`config.mk`:
```
export PLATFORM = sky130hd
export DESIGN_NAME = microsequencer
export DESIGN_NICKNAME = d
export VERILOG_FILES = /design/src/rtl/useq_pkg.sv /design/src/rtl/useq_next_addr.sv /design/src/rtl/microsequencer.sv
export SDC_FILE = /design/constraint.sdc
export NUM_CORES = 1
export LEC_CHECK = 0
export CAP_MARGIN = 20
export CORE_MARGIN = 4
export CORE_UTILIZATION = 44
export CTS_BUF_LIST = sky130_fd_sc_hd__clkbuf_8 sky130_fd_sc_hd__clkbuf_16
export DETAILED_ROUTE_END_ITERATION = 12
export GPL_TIMING_DRIVEN = 0
export PLACE_DENSITY = 0.85
export SLEW_MARGIN = 20
export SYNTH_ARGS = -nofsm -noshare
export SYNTH_HDL_FRONTEND = slang
export SYNTH_SLANG_ARGS = --single-unit
```
`constraint.sdc`:
```
create_clock -name clk -period 7.49 [get_ports clk]
set_input_delay 1.8725 -clock clk [delete_from_list [all_inputs] [get_ports clk]]
set_output_delay 1.8725 -clock clk [all_outputs]
set_load 0.02 [all_outputs]
```
`src/rtl/useq_pkg.sv`:
```
// Shared definitions for the microsequencer: control-word field positions,
// next-state (N) encodings and condition-select (S) encodings.
package useq_pkg;

  // Control-word field positions
  localparam int unsigned N_HI    = 57;
  localparam int unsigned N_LO    = 55;
  localparam int unsigned INV_BIT = 54;
  localparam int unsigned S_HI    = 52;
  localparam int unsigned S_LO    = 50;
  localparam int unsigned T_HI    = 41;
  localparam int unsigned T_LO    = 34;

  // Next-state field encodings
  typedef enum logic [2:0] {
    NS_ZERO     = 3'b000,
    NS_ENC      = 3'b001,
    NS_JMP      = 3'b010,
    NS_WAIT     = 3'b011,
    NS_CJMP     = 3'b100,
    NS_CJMP_ENC = 3'b101,
    NS_CENC     = 3'b110,
    NS_INC      = 3'b111
  } nsel_e;

  // Condition-select field encodings
  typedef enum logic [2:0] {
    CS_MOC   = 3'b000,
    CS_COND  = 3'b001,
    CS_Z     = 3'b010,
    CS_N     = 3'b011,
    CS_C     = 3'b100,
    CS_V     = 3'b101,
    CS_TRUE  = 3'b110,
    CS_FALSE = 3'b111
  } csel_e;

endpackage

```
`src/rtl/useq_next_addr.sv`:
```
// Combinational next-address logic: condition mux with inversion,
// state incrementer and next-address selection from the N field.
// hold_o flags a wait-state hold (N=011 with cond=0) for the watchdog.
module useq_next_addr
  import useq_pkg::*;
#(
  parameter int unsigned ADDR_W = 8,
  parameter int unsigned WORD_W = 64
) (
  input  logic [WORD_W-1:0] ctrl_word_i,
  input  logic [ADDR_W-1:0] state_i,
  input  logic [ADDR_W-1:0] encoder_addr_i,
  input  logic              moc_i,
  input  logic              cond_pass_i,
  input  logic [3:0]        flags_i,
  output logic [ADDR_W-1:0] next_addr_o,
  output logic              hold_o
);

  nsel_e             nsel;
  csel_e             csel;
  logic              inv;
  logic              sel;
  logic              cond;
  logic [ADDR_W-1:0] tgt;
  logic [ADDR_W-1:0] incr;

  assign nsel = nsel_e'(ctrl_word_i[N_HI:N_LO]);
  assign csel = csel_e'(ctrl_word_i[S_HI:S_LO]);
  assign inv  = ctrl_word_i[INV_BIT];
  assign tgt  = ADDR_W'(ctrl_word_i[T_HI:T_LO]);
  assign incr = state_i + ADDR_W'(1);

  // Condition source select; flags are {N,Z,C,V}
  always_comb begin
    sel = 1'b0;
    case (csel)
      CS_MOC:   sel = moc_i;
      CS_COND:  sel = cond_pass_i;
      CS_Z:     sel = flags_i[2];
      CS_N:     sel = flags_i[3];
      CS_C:     sel = flags_i[1];
      CS_V:     sel = flags_i[0];
      CS_TRUE:  sel = 1'b1;
      CS_FALSE: sel = 1'b0;
      default:  sel = 1'b0;
    endcase
  end

  assign cond = sel ^ inv;

  // Next-address selection by N field
  always_comb begin
    next_addr_o = '0;
    hold_o      = 1'b0;
    case (nsel)
      NS_ZERO:     next_addr_o = '0;
      NS_ENC:      next_addr_o = encoder_addr_i;
      NS_JMP:      next_addr_o = tgt;
      NS_WAIT: begin
        next_addr_o = cond ? incr : state_i;
        hold_o      = ~cond;
      end
      NS_CJMP:     next_addr_o = cond ? tgt : incr;
      NS_CJMP_ENC: next_addr_o = cond ? tgt : encoder_addr_i;
      NS_CENC:     next_addr_o = cond ? encoder_addr_i : tgt;
      NS_INC:      next_addr_o = incr;
      default:     next_addr_o = '0;
    endcase
  end

endmodule

```
`src/rtl/microsequencer.sv`:
```
// Microprogram sequencer: drives the ROM address combinationally, latches the
// returned word as the executing control word and runs a memory-wait watchdog
// that aborts to state 0 after WAIT_MAX consecutive hold cycles.
// Optional macro USEQ_STALL_EN adds a stall input that freezes the sequencer.
module microsequencer
  import useq_pkg::*;
#(
  parameter int unsigned ADDR_W   = 8,
  parameter int unsigned WORD_W   = 64,
  parameter int unsigned WAIT_MAX = 255
) (
  input  logic              clk,
  input  logic              reset,
  output logic [ADDR_W-1:0] rom_addr,
  input  logic [WORD_W-1:0] rom_word,
  output logic [WORD_W-1:0] ctrl_word,
  output logic [ADDR_W-1:0] state,
  input  logic [ADDR_W-1:0] encoder_addr,
  input  logic              moc,
  input  logic              cond_pass,
  input  logic [3:0]        flags,
  output logic              mem_timeout
`ifdef USEQ_STALL_EN
  ,
  input  logic              stall
`endif
);

  logic [ADDR_W-1:0] state_q;
  logic [WORD_W-1:0] ctrl_q;
  logic [7:0]        wait_q;
  logic [7:0]        wait_d;
  logic              timeout_q;
  logic [ADDR_W-1:0] next_addr;
  logic [ADDR_W-1:0] addr_d;
  logic              hold;
  logic              abort;
  logic              stall_w;

`ifdef USEQ_STALL_EN
  assign stall_w = stall;
`else
  assign stall_w = 1'b0;
`endif

  useq_next_addr #(
    .ADDR_W (ADDR_W),
    .WORD_W (WORD_W)
  ) u_next_addr (
    .ctrl_word_i    (ctrl_q),
    .state_i        (state_q),
    .encoder_addr_i (encoder_addr),
    .moc_i          (moc),
    .cond_pass_i    (cond_pass),
    .flags_i        (flags),
    .next_addr_o    (next_addr),
    .hold_o         (hold)
  );

  // Watchdog: count consecutive holds, abort to 0 once the limit is reached
  always_comb begin
    abort  = hold && (wait_q == 8'(WAIT_MAX));
    wait_d = '0;
    if (hold && !abort) wait_d = wait_q + 8'd1;
    addr_d = abort ? '0 : next_addr;
  end

  // During stall the ROM re-reads the current state so its output matches ctrl_word
  assign rom_addr = stall_w ? state_q : addr_d;

  // Sequencer registers; stall freezes everything except the timeout pulse
  always_ff @(posedge clk) begin
    if (reset) begin
      state_q   <= '0;
      ctrl_q    <= '0;
      wait_q    <= '0;
      timeout_q <= 1'b0;
    end else if (stall_w) begin
      timeout_q <= 1'b0;
    end else begin
      state_q   <= addr_d;
      ctrl_q    <= rom_word;
      wait_q    <= wait_d;
      timeout_q <= abort;
    end
  end

  assign state       = state_q;
  assign ctrl_word   = ctrl_q;
  assign mem_timeout = timeout_q;

endmodule

```
# --- After elaboration in Yosys (flattened, before gate mapping) ---
# Cells that the tools add are included.
word_totals:
  output_inout_bits: 81
  in_bits: 80
  regBits: 81
  elab_cells: 38
classes:
  muxes: 8
  n_eq_ne: 15
  n_addsub: 2
  n_reduce_logical: 6
  bitwise: 3
ops:
  columns: ["operator", "n"]
  rows:
  - ["8-bit one-hot mux with 8 select lines", 1]
  - ["8-bit two-way mux", 5]
  - ["3-bit equality test, second input constant", 8]
  - ["8-bit by 1-bit adder with 8-bit output, second input constant", 2]
  - ["3-bit by 2-bit equality test with 1-bit output, second input constant", 4]
  - ["8-bit equality test, second input constant", 1]
  - ["1-bit one-hot mux with 8 select lines", 1]
  - ["3-bit by 1-bit equality test with 1-bit output, second input constant", 2]
  - ["3-bit logical NOT", 2]
  - ["1-bit logical AND", 2]
  - ["1-bit NOT", 2]
  - ["2-bit OR reduction", 1]
  - ["1-bit logical NOT", 1]
  - ["1-bit two-way mux", 1]
  - ["1-bit bitwise XOR", 1]

# --- Depth between registers and ports, before layout ---
logic_depth:
  ltp_word: 10
  depth_mapped: 9
  ltp_nobuf: 8

# --- Cells and area by module ---
# A second synthesis with hierarchy kept.
hier_totals:
  hier_cells: 357
  hier_area_um2: 3413.3
by_module_without_submodules:
  columns: ["module", "seq_area_each_um2", "instances", "cells_each", "area_each_um2"]
  rows:
  - ["microsequencer", 1621.6, 1, 204, 2391.0]
  - ["useq_next_addr", 0.0, 1, 153, 1022.2]

# --- Worst setup path after synthesis ---
# No wires, ideal clock.
synth_timing:
  path_type: "in2out"
  start: "input flags[0]"
  end: "output rom_addr[1]"
  required_time_ps: 5617
  path_buffers: 1
  stages: 8
  arrival_ps: 3570
  slack_ps: 2048
  path_cell_list: "nand2b_1 > a21oi_2 > mux2i_2 > nor2_4 > buf_4 > or2_2 > o2111ai_1 > nor2b_1"
synth_via:
  elab_chain_len: 6
  elab_cells_between_ends: 11
  cone_classes: "mux (8); bitwise (2); reduce/logical (1)"
synth_rtl:
  columns: ["item", "line", "rtl"]
  rows:
  - ["start: declaration", "microsequencer.sv:21", "input logic [3:0] flags,"]
  - ["1-bit one-hot mux with 8 select lines *", "useq_next_addr.sv:37", "case (csel)"]
  - ["1-bit bitwise XOR *", "useq_next_addr.sv:50", "assign cond = sel ^ inv;"]
  - ["branches (longest 3 deep; another with 8-bit two-way mux)", null, null]
  - ["8-bit two-way mux *", "microsequencer.sv:65", "addr_d = abort ? '0 : next_addr;"]
  - ["end: declaration", "microsequencer.sv:14", "output logic [ADDR_W-1:0] rom_addr,"]
# Every way passes the cells marked *.

# --- Worst setup path after layout ---
layout_timing:
  start: "input flags[0]"
  end: "output rom_addr[7]"
# Same word-level chain as after synthesis.

==> reports/qor.csv <==
metric,value,unit
status,finished clean,
synth_warnings,0,
vias_per_cell,5.34,
finalHoldViolCount,0,
root_buffer,clkbuf_8,
avgRoutedWirePerCell,17.3,um
drv_cap,0,
grt_util_all_layers,0.240,
path_clk_slew,80,ps
grt_max_degree,14,
synth_commonest_cells,"dfxtp_1, nor2b_1, clkbuf_1, nand2_1, nor2_1",
slew_headroom,0.538,
crit_path_max_incr_delay,680,ps
nets,608,
report.final.slew_viol_count,0,
cp-end-kind,output pin,
rsz0062_at_grt,no,
setup_violations,0,
max-vdd-ir-drop,0.000134,V
clk_latency,340,ps
start_kind,input port,
fp.dieH,96.1,um
hpwl,8.26,mm
utilization,0.723,
ys_seq_area_frac,0.475,
yosysTopAreaCellShare,0.475,
die-area,9240,um^2
crit_buf_inv,2,
crit_type,in -> out,
worst_pin_slew,676,ps
crit_chain,clkdlybuf4s50_1 > nand2b_1 > a21oi_2 > mux2i_2 > nor2_4 > a2111oi_0 > a211oi_1 > nor2_1 > clkdlybuf4s50_1,
required,5620,ps
start_util,0.461,
synth_most_common_cell,dfxtp_1,
power.total,1.03,mW
ys_top_cells_by_area,"dfxtp_1, nor2b_1, xnor2_1",
ioPinCount,161,
p_leak,1.96,nW
postCtsSetupBuffers,0,
avgSynthCellArea,9.62,um^2
htreeDepth,3,
io_buffers,160,
ctsResizeCount,0,
synth-seq-cells,81,
skew,12.8,ps
drc,0,
path_delay_family,buffers and inverters,
finalCriticalPeriod,6830,ps
grt_pass1_vias,3314,
max_freq,0.146,GHz
synthesis.nets,437,
yosys.area.top_type,dfxtp_1,
grt_pass1_wl,16.8,mm
cts_hold_buf,0,
post-place-ws,775,ps
ant_nets,0,
holdCritPathClass,reg -> reg,
synthFlopType,dfxtp_1,
place_congestion,0.913,
synth_edf_count,0,
postSynthCellCount,355,
synth_cell_types,56,
crit_top_cell,clkdlybuf4s50_1,
cts_sinks,81,
routed_wirelength,10.9,mm
fin_cells,628,
netlist_area,3420,um^2
dp.cells,614,
min_period_over_period,0.912,
drt_iter0_drc,310,
clock_path_buffers,2,
crit_slowest_cell,a2111oi_0,
diodes,0,
p_per_area,193,nW/um^2
cp_max_fo,7,
cts_tree,done,
n_fill_cell,554,
setup_tns,0,ps
drive_gt1_frac,0.0775,
vias,3354,
core.rowCount,31,
fp.dieW,96.1,um
synthArstFlopShare,0,
cp.arrival,4960,ps
overflow,0,
area_growth,56.8,%
numCtsBuffers,9,
coreArea,7410,um^2
layout_setup_ws,658,ps
firstDrtPassIters,5,
antenna_found_initial,0,
-- state kept, by name, indices dropped and copies added, names as in the netlist --
register,count
ctrl_word,64
mem_timeout,1
wait_q,8
state,8
-- worst register-to-register path, delay by kind of cell, from the launching register on --
| family | cells | cell delay (ps) |
|---|---|---|
| buffers and inverters | 1 | 220 |
| multiplexers | 1 | 520 |
| AND/OR/NAND/NOR | 3 | 430 |
| AO/OA/AOI/OAI | 3 | 950 |
| flip-flops | 1 | 370 |
-- area by class of cell --
type	count	area [um^2]	area share
plain buffers	24	105	0.0196
flip-flops and latches	81	1620	0.303
inverters	4	15.0	0.00280
clock inverters	4	77.6	0.0145
well taps	99	124	0.0231
repair buffers	160	1600	0.299
multi-input cells	246	1670	0.313
clock buffers	10	138	0.0257
-- routing by layer --
layer,track usage,vias up,part of all wire
met3,0.112,29,0.14
met5,0,-,0
met4,0.0818,0,0.020
li1,-,1560,-
met2,0.404,237,0.49
met1,0.265,1528,0.35
-- worst paths after layout --
path,slack [ps],cells past startpoint,from,to
hold / removal,470,1,wait_q[0],wait_q[0]
setup / recovery,660,9,flags[0],rom_addr[7]
hold reg to reg,470,1,wait_q[0],wait_q[0]
setup reg to reg,4890,8,ctrl_word[51],state[1]
-- kinds of logic after synthesis --
logic type,share of synthesized area
AO/OA/AOI/OAI,0.142
XOR/XNOR,0.0385
adder cells (fa/ha/maj),0.00732
buffers and inverters,0.0352
flip-flops,0.475
multiplexers,0.0407
AND/OR/NAND/NOR,0.262
-- power breakdown --
group	switching (mW)	internal [mW]
registers	0.0135	0.451
logic	0.103	0.115
clock network	0.155	0.195
-- stage by stage --
step	cell area [um^2]	hold slack, ps
6_report	5360	474
5_1_grt	5360	497
4_1_cts	5360	480
3_5_place_dp	5140	447
3_3_place_gp	5140	437
2_1_floorplan	3420	427
-- cell usage in the layout (no fill, tap or decap), types with 3 or more instances in the layout --
cell / Yosys / routed
xnor2_1: 10 / 10
clkdlybuf4s50_1: 0 / 160
nand2_1: 18 / 18
o21ai_0: 10 / 10
o31ai_1: 3 / 3
nor2b_1: 75 / 75
nor3b_1: 3 / 3
nand2b_1: 5 / 5
and2_1: 3 / 3
dfxtp_1: 81 / 81
clkbuf_1: 18 / 18
mux2i_1: 8 / 8
nor2_1: 14 / 14
a21oi_1: 3 / 3
nand3_1: 11 / 11
or2_2: 3 / 3
a211oi_1: 3 / 3
nor2_2: 8 / 8
and3_1: 5 / 5
xor2_1: 5 / 5
clkbuf_8: 0 / 10
inv_1: 4 / 4
o22ai_1: 3 / 3
a31oi_1: 4 / 4
a22oi_1: 7 / 7
o2111ai_1: 4 / 4
nor3_1: 3 / 3
a22o_1: 4 / 4
(Power assumes the default switching activity.)
